==> src/rtl/free_list_if.sv <==
// Rename/retire-side bundle for the physical-register free list.
// The slave modport is the free list itself; master is the rename/retire logic.
interface free_list_if #(
    parameter int PHYS_WIDTH = 6,
    parameter int PTR_W      = 6
);
    logic                  deq_req;
    logic                  deq_valid;
    logic [PHYS_WIDTH-1:0] deq_preg;
    logic                  enq_en;
    logic [PHYS_WIDTH-1:0] enq_preg;
    logic                  commit_alloc;
    logic                  flush;
    logic [PTR_W-1:0]      free_count;
    logic                  overflow_err;

    modport slave (
        input  deq_req, enq_en, enq_preg, commit_alloc, flush,
        output deq_valid, deq_preg, free_count, overflow_err
    );

    modport master (
        output deq_req, enq_en, enq_preg, commit_alloc, flush,
        input  deq_valid, deq_preg, free_count, overflow_err
    );
endinterface

==> src/rtl/free_list.sv <==
// Circular free list of physical registers with a speculative head for rename
// and a retirement head that the speculative head snaps back to on flush.
module free_list #(
    parameter int ARCH_REGS  = 32,
    parameter int PHYS_REGS  = 64,
    parameter int PHYS_WIDTH = $clog2(PHYS_REGS)
) (
    input logic       clk,
    input logic       rst,
    free_list_if.slave fl
);
    localparam int FL_DEPTH = PHYS_REGS - ARCH_REGS;
    localparam int IDX_W    = $clog2(FL_DEPTH);
    localparam int PTR_W    = IDX_W + 1;

    typedef logic [PTR_W-1:0]      ptr_t;
    typedef logic [PHYS_WIDTH-1:0] preg_t;

    preg_t mem_q [FL_DEPTH];
    ptr_t  head_q, head_d;
    ptr_t  tail_q, tail_d;
    ptr_t  rrf_q, rrf_d;
    ptr_t  count_q, count_d;
    logic  ovf_q, ovf_d;

    logic empty, full, pop, push_req, push;

    assign empty    = (head_q == tail_q);
    assign full     = (head_q[IDX_W-1:0] == tail_q[IDX_W-1:0]) &&
                      (head_q[PTR_W-1] != tail_q[PTR_W-1]);
    assign pop      = fl.deq_req && !empty && !fl.flush;
    assign push_req = fl.enq_en && (fl.enq_preg != '0);
    // A pop frees the slot at tail when full, so the push can land there.
    assign push     = push_req && (!full || pop);

    // NOTE: always_comb assigns every output a default first, so no path can infer a latch.
    always_comb begin
        head_d  = head_q;
        tail_d  = tail_q;
        rrf_d   = rrf_q + ptr_t'(fl.commit_alloc);
        ovf_d   = ovf_q;
        if (fl.flush)
            head_d = rrf_q + ptr_t'(fl.commit_alloc);
        else if (pop)
            head_d = head_q + ptr_t'(1);
        if (push)
            tail_d = tail_q + ptr_t'(1);
        if (push_req && full && !pop)
            ovf_d = 1'b1;
        count_d = tail_d - head_d;
    end

    // NOTE: state uses non-blocking assignments so every register samples pre-edge values.
    always_ff @(posedge clk or negedge rst) begin
        if (!rst) begin
            head_q  <= '0;
            rrf_q   <= '0;
            tail_q  <= ptr_t'(FL_DEPTH);
            count_q <= ptr_t'(FL_DEPTH);
            ovf_q   <= 1'b0;
        end else begin
            head_q  <= head_d;
            rrf_q   <= rrf_d;
            tail_q  <= tail_d;
            count_q <= count_d;
            ovf_q   <= ovf_d;
        end
    end

    // NOTE: the storage is reset on purpose: it must hold the initial pool ARCH_REGS.. after reset.
    always_ff @(posedge clk or negedge rst) begin
        if (!rst) begin
            for (int i = 0; i < FL_DEPTH; i++)
                mem_q[i] <= preg_t'(ARCH_REGS + i);
        end else if (push) begin
            mem_q[tail_q[IDX_W-1:0]] <= fl.enq_preg;
        end
    end

    assign fl.deq_valid    = !empty;
    assign fl.deq_preg     = mem_q[head_q[IDX_W-1:0]];
    assign fl.free_count   = count_q;
    assign fl.overflow_err = ovf_q;

    // Retirement can only commit allocations rename has already made.
    assert property (@(posedge clk) disable iff (!rst)
        fl.commit_alloc |-> (rrf_q != head_q))
    else $error("free_list: retirement head passed speculative head");
endmodule

==> src/flat_wrapper.sv <==
// flat-port wrapper written by rule: the top's interface ports become plain ports
module free_list_flat 
#(
    parameter int ARCH_REGS  = 32,
    parameter int PHYS_REGS  = 64,
    parameter int PHYS_WIDTH = $clog2(PHYS_REGS)
)
  (clk, rst, fl_deq_req, fl_enq_en, fl_enq_preg, fl_commit_alloc, fl_flush, fl_deq_valid, fl_deq_preg, fl_free_count, fl_overflow_err);
  free_list_if #(.PHYS_WIDTH(PHYS_WIDTH), .PTR_W(6)) fl_i ();
  input logic clk;
  input logic rst;
  input wire logic [$bits(fl_i.deq_req)-1:0] fl_deq_req;
  input wire logic [$bits(fl_i.enq_en)-1:0] fl_enq_en;
  input wire logic [$bits(fl_i.enq_preg)-1:0] fl_enq_preg;
  input wire logic [$bits(fl_i.commit_alloc)-1:0] fl_commit_alloc;
  input wire logic [$bits(fl_i.flush)-1:0] fl_flush;
  output wire logic [$bits(fl_i.deq_valid)-1:0] fl_deq_valid;
  output wire logic [$bits(fl_i.deq_preg)-1:0] fl_deq_preg;
  output wire logic [$bits(fl_i.free_count)-1:0] fl_free_count;
  output wire logic [$bits(fl_i.overflow_err)-1:0] fl_overflow_err;
  assign fl_i.deq_req = fl_deq_req;
  assign fl_i.enq_en = fl_enq_en;
  assign fl_i.enq_preg = fl_enq_preg;
  assign fl_i.commit_alloc = fl_commit_alloc;
  assign fl_i.flush = fl_flush;
  assign fl_deq_valid = fl_i.deq_valid;
  assign fl_deq_preg = fl_i.deq_preg;
  assign fl_free_count = fl_i.free_count;
  assign fl_overflow_err = fl_i.overflow_err;
  free_list #(.ARCH_REGS(ARCH_REGS), .PHYS_REGS(PHYS_REGS), .PHYS_WIDTH(PHYS_WIDTH)) u_core (.clk(clk), .rst(rst), .fl(fl_i));
endmodule
==> config.mk <==
export PLATFORM = sky130hd
export DESIGN_NAME = free_list_flat
export DESIGN_NICKNAME = d
export VERILOG_FILES = /design/src/rtl/free_list_if.sv /design/src/rtl/free_list.sv /design/src/flat_wrapper.sv
export SDC_FILE = /design/constraint.sdc
export NUM_CORES = 1
export LEC_CHECK = 0
export ABC_CLOCK_PERIOD_IN_PS = 5050
export BUFFER_PORTS_ARGS = -buffer_cell sky130_fd_sc_hd__buf_2
export CORE_AREA = 2 2 166 168
export CTS_BUF_LIST = sky130_fd_sc_hd__clkbuf_2
export CTS_CLUSTER_SIZE = 28
export DETAILED_ROUTE_END_ITERATION = 8
export DIE_AREA = 0 0 168 170
export GPL_TIMING_DRIVEN = 0
export MAX_ROUTING_LAYER = met4
export PLACE_DENSITY = 0.62
export SYNTH_ARGS = -nofsm -noshare
export SYNTH_HDL_FRONTEND = slang
export SYNTH_SLANG_ARGS = --single-unit
==> constraint.sdc <==
create_clock -name clk -period 5.05 [get_ports clk]
set_input_delay 1.01 -clock clk [delete_from_list [all_inputs] [get_ports clk]]
set_output_delay 1.01 -clock clk [all_outputs]
set_load 0.005 [all_outputs]
[Word level (Yosys, flattened, before mapping)]
Index checks and enable logic that the tools add are counted.
Word-level totals
  register bits: 217
  bits of input ports: 12
Cells by class
  add/subtract/negate cells: 4
  $lt $le $gt $ge: 3
  equality and inequality tests: 3
  mux-type cells: 9
  bitwise logic cells: 2
  reduce and logical (&&, ||, !) cells: 14
Operator list (count)
  bitwise mux 192 bit: 1
  two-way mux 6 bit: 6
  binary-select mux 6 bit (select 5 bit): 1
  demux 6 bit (select 5 bit): 1
  adder 6 x 1 -> 6 bit (second input constant): 2
  >= comparator 6 bit (second input constant): 2
  NOT 5 -> 6 bit: 2
  logical AND 1 bit: 8
  adder 6 x 1 -> 6 bit: 1
  equality test 6 bit: 1
  < comparator 6 x 1 -> 1 bit (second input constant): 1
  nonzero test 6 bit: 1
  subtractor 6 bit: 1
  equality test 5 bit: 1
  zero test 1 bit: 4
  logical OR 1 bit: 1
  inequality test 1 bit: 1

[Longest topological paths before layout]
Gate-level depths: netlist of the first run.
  depth in word-level cells: 8
  mapped depth: 14
  mapped depth without buffers: 13

[Worst setup path after synthesis of the first run]
OpenSTA, ideal clock, no wires.
  kind: input -> register
  start: in fl_enq_preg[1]
  end: reg u_core.count_q[5], in the netlist u_core.fl.free_count[5]
  library setup time: 88 ps
  arrival time: 3627 ps
  data required time: 4962 ps
  path slack: 1336 ps
  stages: 12
  buffers on the path: 1
  cell sequence: or4_4 -> o31ai_4 -> a21oi_2 -> buf_6 -> o21ai_0 -> ha_1 -> nor2b_1 -> o31a_1 -> o21ai_0 -> nand2b_1 -> xor3_1 -> xor2_1
On the way
  longest elaborated chain between the ends: 5
RTL lines
  from (decl): line flat_wrapper.sv:14  | input wire logic [$bits(fl_i.enq_preg)-1:0] fl_enq_preg;
  nonzero test 6 bit: line free_list.sv:32  | assign push_req = fl.enq_en && (fl.enq_preg != '0);
  logical AND 1 bit: line free_list.sv:32
  logical AND 1 bit: line free_list.sv:34  | assign push = push_req && (!full || pop);
  two-way mux 6 bit: line free_list.sv:46  | if (push)
  via u_core.tail_d[1]: line free_list.sv:21  | ptr_t tail_q, tail_d;
  subtractor 6 bit: line free_list.sv:50  | count_d = tail_d - head_d;
  via u_core.count_d[5]: line free_list.sv:23  | ptr_t count_q, count_d;
  to (signal assigned): line free_list.sv:59  | count_q <= ptr_t'(FL_DEPTH);
  to (signal assigned): line free_list.sv:65  | count_q <= count_d;
  to (decl): line free_list.sv:23
The timed path passes the listed nets, and every way through them passes these cells.
A chain may end at the register's enable or synchronous reset.

[Worst setup path in the final report of the first run]
  start: reg u_core.head_q[1]
  end: out fl_deq_preg[2]
On the way
  longest elaborated chain between the ends: 4
RTL lines
  from (decl): line free_list.sv:20  | ptr_t head_q, head_d;
  from (signal assigned): line free_list.sv:56  | head_q <= '0;
  from (signal assigned): line free_list.sv:62  | head_q <= head_d;
  NOT 5 -> 6 bit (not written as such): line free_list.sv:81  | assign fl.deq_preg = mem_q[head_q[IDX_W-1:0]];
  binary-select mux 6 bit (select 5 bit): line free_list.sv:81
  two-way mux 6 bit (not written as such) (2 in series): line free_list.sv:81
  to (decl): line flat_wrapper.sv:18  | output wire logic [$bits(fl_i.deq_preg)-1:0] fl_deq_preg;
No other way between the ends. The select of a mux whose other input is x is not followed.

==> results.py, run 1 <==
metrics = {
    "setup_path": {
        "r2r_start": "u_core.head_q[1]",
        "slowest_delay_ns": 0.70,
        "crit_slowest_cell": "clkbuf_1",
        "crit_type": "reg -> out",
        "cp-end-kind": "output pin",
        "cp.arrival_ns": 3.73,
        "cp_max_fo": 10,
        "crit_required_ns": 4.04,
        "r2r-end": "u_core.fl.free_count[5]",
        "critPathBufInv": 4,
        "cp_cell_sequence": "buf_2 -> buf_2 -> clkbuf_1 -> mux4_2 -> mux2i_1 -> a221oi_1 -> buf_2",
        "critPathLaunchType": "flop",
        "cp_top_family": "buffers and inverters",
        "reg2reg_depth": 12,
        "reg2reg_slack_ns": 1.28,
        "crit_path_frequent_cell": "buf_2",
    },
    "route": {
        "wl_um": 25000,
        "route.detailed.wl_per_inst_um": 21.7,
        "vias": 6173,
        "first_iter_violations": 305,
        "dr.pass1.iters": 4,
        "drcViolationCount": 0,
        "ant_nets": 0,
        "viasPerCell": 5.38,
    },
    "yosys": {
        "muxShareOfSynthArea": 0.334,
        "synth_compound_area_frac": 0.0184,
        "yosys.area_share.adder": 0.0161,
        "synth-simple-area-share": 0.0574,
        "synth.yosys.warnings": 0,
        "yosys.area.top_type": "dfstp_2",
        "ys_seq_area_frac": 0.528,
        "synthCells": 675,
        "synth.most_common_cell": "mux2_2",
        "ys_ff_latch": 217,
        "ys_top_cells_by_area": "dfstp_2 28%, dfrtp_1 24%, mux2_2 20%, mux4_2 12%, nand3_4 1.7%",
        "synth_flop_cell": "dfstp_2",
        "synthDistinctLibCells": 45,
        "synth-edff-count": 0,
        "synth-xor-area-share": 0.0213,
        "yosys-top-cells-count": "183 x mux2_2, 114 x dfstp_2, 103 x dfrtp_1, 54 x mux4_2, 25 x clkbuf_1",
        "synth_top_family_by_area": "multiplexers",
        "syn-num-nets": 700,
        "synth_area_mm2": 0.0106,
        "async_flop_share": 1.00,
        "synth.avg_cell_area_um2": 15.6,
        "yosysTopAreaCellShare": 0.284,
    },
    "clock_tree": {
        "cts_htree_levels": 2,
        "path_clk_slew_ns": 0.11,
        "clk_path_buf_depth": 3,
        "cts_setup_buffers": 0,
        "cts_hold_buf": 0,
        "cts_root_buf": "clkbuf_2",
        "clock_latency_ns": 0.88,
        "cts_buffers": 56,
        "cts_tree": "done",
        "clock_sinks": 217,
        "post_cts_resized": 0,
    },
    "power_and_ir_drop": {
        "powerDensity_mw_per_mm2": 641,
        "leakage_nw": 5.09,
        "vdd_ir_drop_max_v": 0.000248,
        "p_total_mw": 7.51,
    },
    "grt": {
        "grt_max_degree": 139,
        "grt_pass1_vias": 6764,
        "antenna_found_initial": 1,
        "overflow": 0,
        "grt_pass1_wl_um": 38900,
        "grt_use_total": 0.186,
    },
    "final_layout": {
        "layout.nets": 784,
        "drive_gt1_frac": 0.639,
        "syn_to_final_growth_pct": 11.0,
    },
    "placed_design": {
        "io_buffer_count": 25,
        "hpwl_um": 17400,
        "gp_congestion": 0.880,
        "dpl_worst_slack_ns": 0.802,
    },
    "floorplanning": {
        "rows": 60,
        "ios": 26,
        "die_area_mm2": 0.0286,
        "die_y_um": 170,
        "start_util": 0.396,
        "coreArea_mm2": 0.0267,
        "die_w_um": 168,
    },
    "timing": {
        "fmaxAchievable_mhz": 211,
        "layout_setup_ws_ns": 0.309,
        "hold_slack_ns": 0.169,
        "fin_crit_ns": 4.74,
        "slew_violations": 0,
        "worst_pin_slew_ns": 0.967,
        "rsz0062_at_grt": "false",
        "hold_viol_final": 0,
        "setup_viol": 0,
        "period_share": 0.939,
        "finalSetupTns_ns": 0,
        "final.setup_skew_ns": 0.0769,
        "relSlewSlack": 0.355,
    },
    "status": {
        "status": "complete, no violations",
    },
    "min_path": {
        "hp-class": "in -> async",
    },
    "flow_run": {
        "drv_cap": 0,
    },
}
power breakdown:
part | leakage, nW | internal [mW] | switching (mW)
clock | 0.431 | 0.574 | 0.730
combinational | 2.16 | 1.60 | 1.53
sequential | 2.49 | 2.71 | 0.369
total | 5.09 | 4.88 | 2.63
cell usage in the layout, fill, tap and decap left out, drive strengths merged, types with 3 or more instances in the layout:
| cell type | count |
|---|---|
| clkinv | 11 |
| a221oi | 6 |
| mux2i | 14 |
| xnor2 | 14 |
| a21oi | 3 |
| nor3b | 3 |
| dfstp | 114 |
| nand4 | 3 |
| mux4 | 54 |
| ha | 12 |
| nand3 | 31 |
| mux2 | 193 |
| inv | 9 |
| and3 | 3 |
| xor2 | 9 |
| nor2 | 10 |
| dfrtp | 103 |
| o21a | 4 |
| nand2 | 17 |
| buf | 47 |
| o21ai | 8 |
| clkbuf | 115 |
worst max-delay path by stage:
stage | start | endpoint | slack (ns) | depth (start not counted)
after floorplan | fl_enq_preg[1] | u_core.fl.free_count[5] | 1.34 | 12
after global placement | rst | u_core.mem_q[174] | -0.27 | 1
after detailed placement | fl_enq_preg[1] | u_core.fl.free_count[5] | 0.80 | 13
after CTS | u_core.head_q[1] | fl_deq_preg[2] | 0.20 | 7
after global routing | u_core.head_q[1] | fl_deq_preg[2] | 0.14 | 7
final | u_core.head_q[1] | fl_deq_preg[2] | 0.31 | 7
worst reg2reg max path: cells and delay by family (launching register included):
kind,cells,cell delay (ns)
buffers and inverters,3,1.37
AO/OA/AOI/OAI,3,0.70
XOR/XNOR,2,0.55
flip-flops,1,0.36
adder cells (fa/ha/maj),1,0.29
AND/OR/NAND/NOR,2,0.27
multiplexers,1,0.18
flip-flops by register name, indices dropped and copies added, names as in the netlist:
| signal | cells |
|---|---|
| u_core.head_q | 6 |
| u_core.tail_q | 6 |
| u_core.fl.free_count | 6 |
| u_core.fl.overflow_err | 1 |
| u_core.rrf_q | 6 |
| u_core.mem_q | 192 |
metrics by stage:
| stage | util | std cells | cell area, um2 |
|---|---|---|---|
| 3_5_place_dp | 0.418 | 1042 | 11100 |
| 5_1_grt | 0.440 | 1148 | 11700 |
| 6_report | 0.440 | 1148 | 11700 |
| 2_1_floorplan | - | 675 | 10600 |
| 3_3_place_gp | 0.417 | 1041 | 11100 |
| 4_1_cts | 0.440 | 1147 | 11700 |
cell families (layout without fill, tap and decap cells):
family	after synthesis	count (layout)
xor+xnor	24	24
other cells	0	1
compound gates	26	26
fa+ha+maj	13	13
simple gates	80	80
flops	217	217
buf+inv	54	185
mux	261	261
layout make-up:
cell class	instances	area, um2
fillers	2363	14900
flip-flops and latches	217	5570
multi-input cells	404	4720
clock buffers	90	450
well taps	341	427
plain buffers	46	231
repair buffers	26	163
clock inverters	15	116
inverters	8	30.0
diodes	1	2.50
metal layers:
layer	routed length [um]	vias to the layer above	global-route usage
met5	0	-	-
met4	770	0	0.0745
met3	1330	52	0.0379
met2	12600	161	0.316
met1	10300	3247	0.219
li1	-	2713	-
Note: power is estimated with default switching activity, not from simulation.
==> run 2: changes to the inputs <==
--- a/config.mk
+++ b/config.mk
@@ -5,6 +5,7 @@
 export SDC_FILE = /design/constraint.sdc
 export NUM_CORES = 1
 export LEC_CHECK = 0
+export ABC_AREA = 1
 export ABC_CLOCK_PERIOD_IN_PS = 5050
 export BUFFER_PORTS_ARGS = -buffer_cell sky130_fd_sc_hd__buf_2
 export CORE_AREA = 2 2 166 168
@@ -14,7 +15,7 @@
 export DIE_AREA = 0 0 168 170
 export GPL_TIMING_DRIVEN = 0
 export MAX_ROUTING_LAYER = met4
-export PLACE_DENSITY = 0.62
+export PLACE_DENSITY = 0.61
 export SYNTH_ARGS = -nofsm -noshare
 export SYNTH_HDL_FRONTEND = slang
 export SYNTH_SLANG_ARGS = --single-unit
==> run 2 against run 1 <==
First-iteration DRC count rose to 2.6 times the previous value. Cell area fell by 0.78%. Final cell count up 47%. Power up 5.6%. Critical path type unchanged.
==> results.py, run 2 <==
metrics = {
    "yosys": {
        "yosysTopAreaCellShare": 0.285,
        "syn-num-nets": 1244,
        "synth-edff-count": 0,
        "yosys.area.top_type": "dfstp_2",
        "yosys-top-cells-count": "266 x nand2_1, 154 x o21ai_1, 153 x o21ai_0, 125 x nor2_1, 114 x dfstp_2",
        "synth_area_mm2": 0.0105,
        "synthCells": 1219,
        "ys_ff_latch": 217,
        "synth.avg_cell_area_um2": 8.63,
        "synth.most_common_cell": "nand2_1",
        "synth_flop_cell": "dfstp_2",
        "ys_top_cells_by_area": "dfstp_2 28%, dfrtp_1 25%, nand2_1 9.5%, o21ai_1 7.3%, o21ai_0 7.3%",
        "ys_seq_area_frac": 0.530,
        "async_flop_share": 1.00,
        "synth.yosys.warnings": 0,
        "synthDistinctLibCells": 37,
    },
    "clock_tree": {
        "cts_buffers": 57,
        "cts_root_buf": "clkbuf_2",
        "clock_sinks": 217,
        "cts_setup_buffers": 0,
        "cts_tree": "done",
        "clk_path_buf_depth": 3,
        "path_clk_slew_ns": 0.10,
        "cts_htree_levels": 2,
        "cts_hold_buf": 0,
        "clock_latency_ns": 0.87,
        "post_cts_resized": 0,
    },
    "timing": {
        "rsz0062_at_grt": "false",
        "setup_viol": 0,
        "fmaxAchievable_mhz": 207,
        "relSlewSlack": 0.416,
        "finalSetupTns_ns": 0,
        "final.setup_skew_ns": 0.0622,
        "worst_pin_slew_ns": 0.877,
        "fin_crit_ns": 4.82,
        "period_share": 0.955,
        "slew_violations": 0,
        "hold_slack_ns": 0.181,
        "layout_setup_ws_ns": 0.229,
        "hold_viol_final": 0,
    },
    "grt": {
        "overflow": 0,
        "grt_use_total": 0.239,
        "gr-usage-met3": 0.0386,
        "grt_max_degree": 125,
        "grtUsageMet1": 0.325,
        "grt_use_met2": 0.356,
        "grt_pass1_wl_um": 50700,
        "grt_pass1_vias": 8976,
        "antenna_found_initial": 1,
        "top_usage_layer": "met2",
    },
    "flow_run": {
        "drv_cap": 0,
    },
    "floorplanning": {
        "die_area_mm2": 0.0286,
        "die_y_um": 170,
        "die_w_um": 168,
        "start_util": 0.395,
        "ios": 26,
        "rows": 60,
        "coreArea_mm2": 0.0267,
    },
    "route": {
        "vias": 8964,
        "ant_nets": 0,
        "drcViolationCount": 0,
        "route.detailed.wl_per_inst_um": 19.1,
        "dr.pass1.iters": 5,
        "wl_um": 32300,
        "viasPerCell": 5.30,
        "first_iter_violations": 790,
    },
    "final_layout": {
        "largest-register": "u_core.mem_q",
        "layout.nets": 1329,
        "design_area_mm2": 0.0116,
        "drive_gt1_frac": 0.241,
        "final_cell_mix": "266 x nand2_1, 154 x o21ai_1, 153 x o21ai_0, 125 x nor2_1, 114 x dfstp_2",
        "syn_to_final_growth_pct": 10.6,
        "largest_register_ff_count": 192,
        "mostFrequentLayoutCell": "nand2_1",
        "nFillCells": 2732,
    },
    "placed_design": {
        "io_buffer_count": 25,
        "dpl_worst_slack_ns": 1.17,
        "gp_congestion": 0.993,
        "hpwl_um": 22500,
        "place_area_mm2": 0.0111,
    },
    "power_and_ir_drop": {
        "leakage_nw": 5.09,
        "vdd_ir_drop_max_v": 0.000257,
        "p_total_mw": 7.93,
        "powerDensity_mw_per_mm2": 682,
    },
    "setup_path": {
        "cp.arrival_ns": 3.81,
        "crit_required_ns": 4.04,
        "cp-end-kind": "output pin",
        "cp_max_fo": 10,
        "crit_type": "reg -> out",
        "critPathLaunchType": "flop",
    },
    "min_path": {
        "hp-class": "in -> async",
    },
    "status": {
        "status": "complete, no violations",
    },
}
-- run 2: layout make-up --
cell class,count,area (um2),share of cell area
buffer,91,490,0.0422
tap,341,427,0.0367
clock inverter,10,45.0,0.00387
timing repair buffer,26,163,0.0140
clock buffer,94,470,0.0405
antenna,2,5.00,0.000430
inverter,42,163,0.0140
multi-input combinational,869,4290,0.369
sequential,217,5570,0.479
-- run 2: layer usage --
metal  up-vias  part of all wire
met2       342              0.44
met4         0             0.042
met1      4234              0.45
li1       4296                 -
met3        92             0.071
met5         -                 0
-- run 2: critical path, cell delays in order (launching register included) --
cell	delay (ns)
dfrtp_1	0.51
inv_2	0.18
clkbuf_1	0.35
clkbuf_1	0.67
o21ai_0	0.16
o22ai_1	0.31
nor2_1	0.08
o22ai_1	0.34
nand2_1	0.09
nand2_1	0.10
buf_2	0.12
-- run 2: final timing paths --
check / start / end / cells past startpoint / slack, ns
worst min-delay path: rst / u_core.mem_q[165] / 1 / 0.18
worst min register to register: u_core.mem_q[110] / u_core.mem_q[110] / 2 / 0.47
worst max-delay path: u_core.head_q[0] / fl_deq_preg[2] / 10 / 0.23
worst max register to register: u_core.head_q[0] / u_core.fl.free_count[5] / 17 / 1.82
max in group asynchronous: rst / u_core.mem_q[174] / 2 / 3.81
min in group clk: fl_commit_alloc / u_core.rrf_q[0] / 2 / 0.40
-- run 2: per-stage QoR --
step,utilization,cells
6_report,0.436,1692
3_3_place_gp,0.415,1585
4_1_cts,0.436,1690
5_1_grt,0.436,1692
2_1_floorplan,-,1219
3_5_place_dp,0.417,1586
-- run 2: cells by family (layout without fill, tap and decap cells) --
group | Yosys count | in the layout | share of synthesized area
flip-flops | 217 | 217 | 0.530
AND/OR/NAND/NOR | 464 | 464 | 0.191
other | 0 | 2 | 0
adder cells (fa/ha/maj) | 13 | 13 | 0.0162
XOR/XNOR | 12 | 12 | 0.00999
buffers and inverters | 133 | 263 | 0.0621
AO/OA/AOI/OAI | 380 | 380 | 0.191
-- run 2: where the power goes --
group / internal, mW / leakage, nW / switching [mW]
registers: 2.74 / 2.49 / 0.417
clock network: 0.485 / 0.403 / 0.749
logic: 1.18 / 2.19 / 2.35
==> run 3: changes to the inputs <==
--- a/config.mk
+++ b/config.mk
@@ -5,7 +5,6 @@
 export SDC_FILE = /design/constraint.sdc
 export NUM_CORES = 1
 export LEC_CHECK = 0
-export ABC_AREA = 1
 export ABC_CLOCK_PERIOD_IN_PS = 5050
 export BUFFER_PORTS_ARGS = -buffer_cell sky130_fd_sc_hd__buf_2
 export CORE_AREA = 2 2 166 168
@@ -15,7 +14,7 @@
 export DIE_AREA = 0 0 168 170
 export GPL_TIMING_DRIVEN = 0
 export MAX_ROUTING_LAYER = met4
-export PLACE_DENSITY = 0.61
+export PLACE_DENSITY_LB_ADDON = 0.3
 export SYNTH_ARGS = -nofsm -noshare
 export SYNTH_HDL_FRONTEND = slang
 export SYNTH_SLANG_ARGS = --single-unit
==> run 3 against run 2 <==
Power fell by 5.7%. Final cell count decreased by 32%. Sequential cell count stayed put. Sequential share of layout area decreased by 0.22 points. Largest cell class unchanged. Clock skew up 0.051 ns. Fmax increased by 4.7%. Register-to-register slack lost 0.31 ns.
==> results.py, run 3 (same netlist as run 1, synthesis figures left out) <==
metrics = {
    "floorplanning": {
        "die_w_um": 168,
        "start_util": 0.396,
        "rows": 60,
        "die_y_um": 170,
        "die_area_mm2": 0.0286,
        "coreArea_mm2": 0.0267,
        "ios": 26,
    },
    "route": {
        "ant_nets": 0,
        "highest_layer": "met4",
        "route.detailed.wl_per_inst_um": 22.3,
        "wl_um": 25600,
        "met2WireLength_um": 12600,
        "vias": 6199,
        "first_iter_violations": 271,
        "wl_met3_um": 1190,
        "drcViolationCount": 0,
        "dr.pass1.iters": 4,
        "viasPerCell": 5.40,
        "wl_met1_um": 11100,
    },
    "grt": {
        "grt_max_degree": 138,
        "overflow": 0,
        "grt_use_total": 0.191,
        "antenna_found_initial": 1,
        "grt_pass1_vias": 6810,
        "grt_pass1_wl_um": 39900,
    },
    "min_path": {
        "hp-class": "in -> async",
    },
    "placed_design": {
        "gp_congestion": 0.822,
        "hpwl_um": 17800,
        "io_buffer_count": 25,
        "place_area_mm2": 0.0111,
    },
    "setup_path": {
        "cp.arrival_ns": 3.60,
        "cp_cell_sequence": "buf_2 -> buf_2 -> clkbuf_1 -> mux4_2 -> mux2i_1 -> a221oi_1 -> buf_2",
        "slowest_delay_ns": 0.62,
        "crit_required_ns": 4.04,
        "cp-end-kind": "output pin",
        "reg2reg_depth": 12,
        "reg2reg_slack_ns": 1.51,
        "r2r_start": "u_core.head_q[1]",
        "crit_slowest_cell": "clkbuf_1",
        "crit_type": "reg -> out",
        "crit_path_frequent_cell": "buf_2",
        "cp_max_fo": 10,
        "r2r-end": "u_core.fl.free_count[5]",
        "critPathLaunchType": "flop",
    },
    "timing": {
        "hold_slack_ns": 0.164,
        "rsz0062_at_grt": "false",
        "setup_viol": 0,
        "slew_violations": 0,
        "fmaxAchievable_mhz": 217,
        "final.setup_skew_ns": 0.113,
        "hold_viol_final": 0,
        "fin_crit_ns": 4.61,
        "relSlewSlack": 0.358,
        "period_share": 0.912,
        "worst_pin_slew_ns": 0.955,
    },
    "final_layout": {
        "nFillCells": 2418,
        "drive_gt1_frac": 0.644,
        "syn_to_final_growth_pct": 10.6,
        "final_cell_mix": "183 x mux2_2, 114 x dfstp_2, 103 x dfrtp_1, 100 x clkbuf_2, 54 x mux4_2",
        "layout.nets": 784,
        "regArea_mm2": 0.00557,
        "multi_input_area_mm2": 0.00472,
        "mostFrequentLayoutCell": "mux2_2",
        "largest-register": "u_core.mem_q",
        "largest_register_ff_count": 192,
        "design_area_mm2": 0.0117,
    },
    "power_and_ir_drop": {
        "p_total_mw": 7.47,
        "internal_power_mw": 4.82,
        "leakage_nw": 5.09,
        "pwr-share-clk": 0.166,
        "powerDensity_mw_per_mm2": 640,
        "combPwrFrac": 0.421,
        "power_switching_mw": 2.66,
        "vdd_ir_drop_max_v": 0.000205,
        "seq_power_share": 0.413,
        "p_sw_frac": 0.356,
    },
    "clock_tree": {
        "cts_setup_buffers": 0,
        "path_clk_slew_ns": 0.11,
        "cts_tree": "done",
        "cts_htree_levels": 2,
        "cts_hold_buf": 0,
        "cts_buffers": 56,
        "cts_root_buf": "clkbuf_2",
        "clock_sinks": 217,
        "clock_latency_ns": 0.88,
        "post_cts_resized": 0,
        "clk_path_buf_depth": 3,
    },
    "flow_run": {
        "drv_cap": 0,
    },
    "status": {
        "status": "complete, no violations",
    },
}
==> run 3: cell types whose count changed in the layout (fill, tap and decap cells not counted), moves of 13 or more <==
| cell | previous run | this run |
|---|---|---|
| nand2_1 | 266 | 9 |
| mux2_2 | 0 | 183 |
| o21ai_1 | 154 | 0 |
| o21ai_0 | 153 | 8 |
| nor2_1 | 125 | 10 |
| o22ai_1 | 55 | 0 |
| mux4_2 | 0 | 54 |
| clkbuf_1 | 53 | 25 |
| nand2_2 | 28 | 0 |
| buf_4 | 29 | 2 |
| inv_1 | 34 | 8 |
| mux2i_1 | 0 | 14 |
| xnor2_1 | 1 | 14 |
==> run 3: layer usage <==
metal  up-vias  global-route usage
met5         -                   -
met4         0              0.0673
met3        50              0.0449
met2       163               0.307
met1      3269               0.238
li1       2717                   -
==> run 3: final cells by class <==
type	count	area share
sequential	217	0.477
timing repair buffer	26	0.0139
clock inverter	6	0.00236
antenna	1	0.000214
clock buffer	100	0.0429
multi-input combinational	404	0.405
inverter	8	0.00257
buffer	46	0.0198
tap	341	0.0365
==> run 3: critical path, delay by kind of cell, from the launching register on <==
family,cells,cell delay (ns)
buf+inv,4,1.47
compound gates,1,0.49
mux,2,0.48
flops,1,0.36
==> run 3: metrics by stage <==
step / utilization / worst slack [ns] / TNS [ns] / std cells
floorplan: - / 1.34 / 0 / 675
global placement: 0.417 / -0.274 / -26.08 / 1041
detailed placement: 0.418 / 0.725 / 0 / 1042
CTS: 0.438 / 0.462 / 0 / 1148
global route: 0.438 / 0.302 / 0 / 1149
finish: 0.438 / 0.444 / 0 / 1149
==> run 3: worst max-delay path by stage <==
| stage | start | endpoint | slack [ns] | cells after the start |
|---|---|---|---|---|
| after floorplan | fl_enq_preg[1] | u_core.fl.free_count[5] | 1.34 | 12 |
| after global placement | rst | u_core.mem_q[174] | -0.27 | 1 |
| after detailed placement | fl_enq_preg[1] | u_core.fl.free_count[5] | 0.72 | 13 |
| after CTS | u_core.head_q[1] | fl_deq_preg[1] | 0.46 | 7 |
| after global routing | u_core.head_q[1] | fl_deq_preg[4] | 0.30 | 7 |
| final | u_core.head_q[1] | fl_deq_preg[1] | 0.44 | 7 |
==> run 3: power by group through the flow <==
| stage | sequential, mW | clock [mW] | combinational, mW |
|---|---|---|---|
| detailed placement | 3.10 | 0 | 3.18 |
| global route | 3.17 | 1.37 | 3.40 |
| global placement | 3.04 | 0 | 3.08 |
| CTS | 3.08 | 1.28 | 3.19 |
| floorplan | 2.97 | 0 | 2.31 |
| finish | 3.09 | 1.24 | 3.15 |
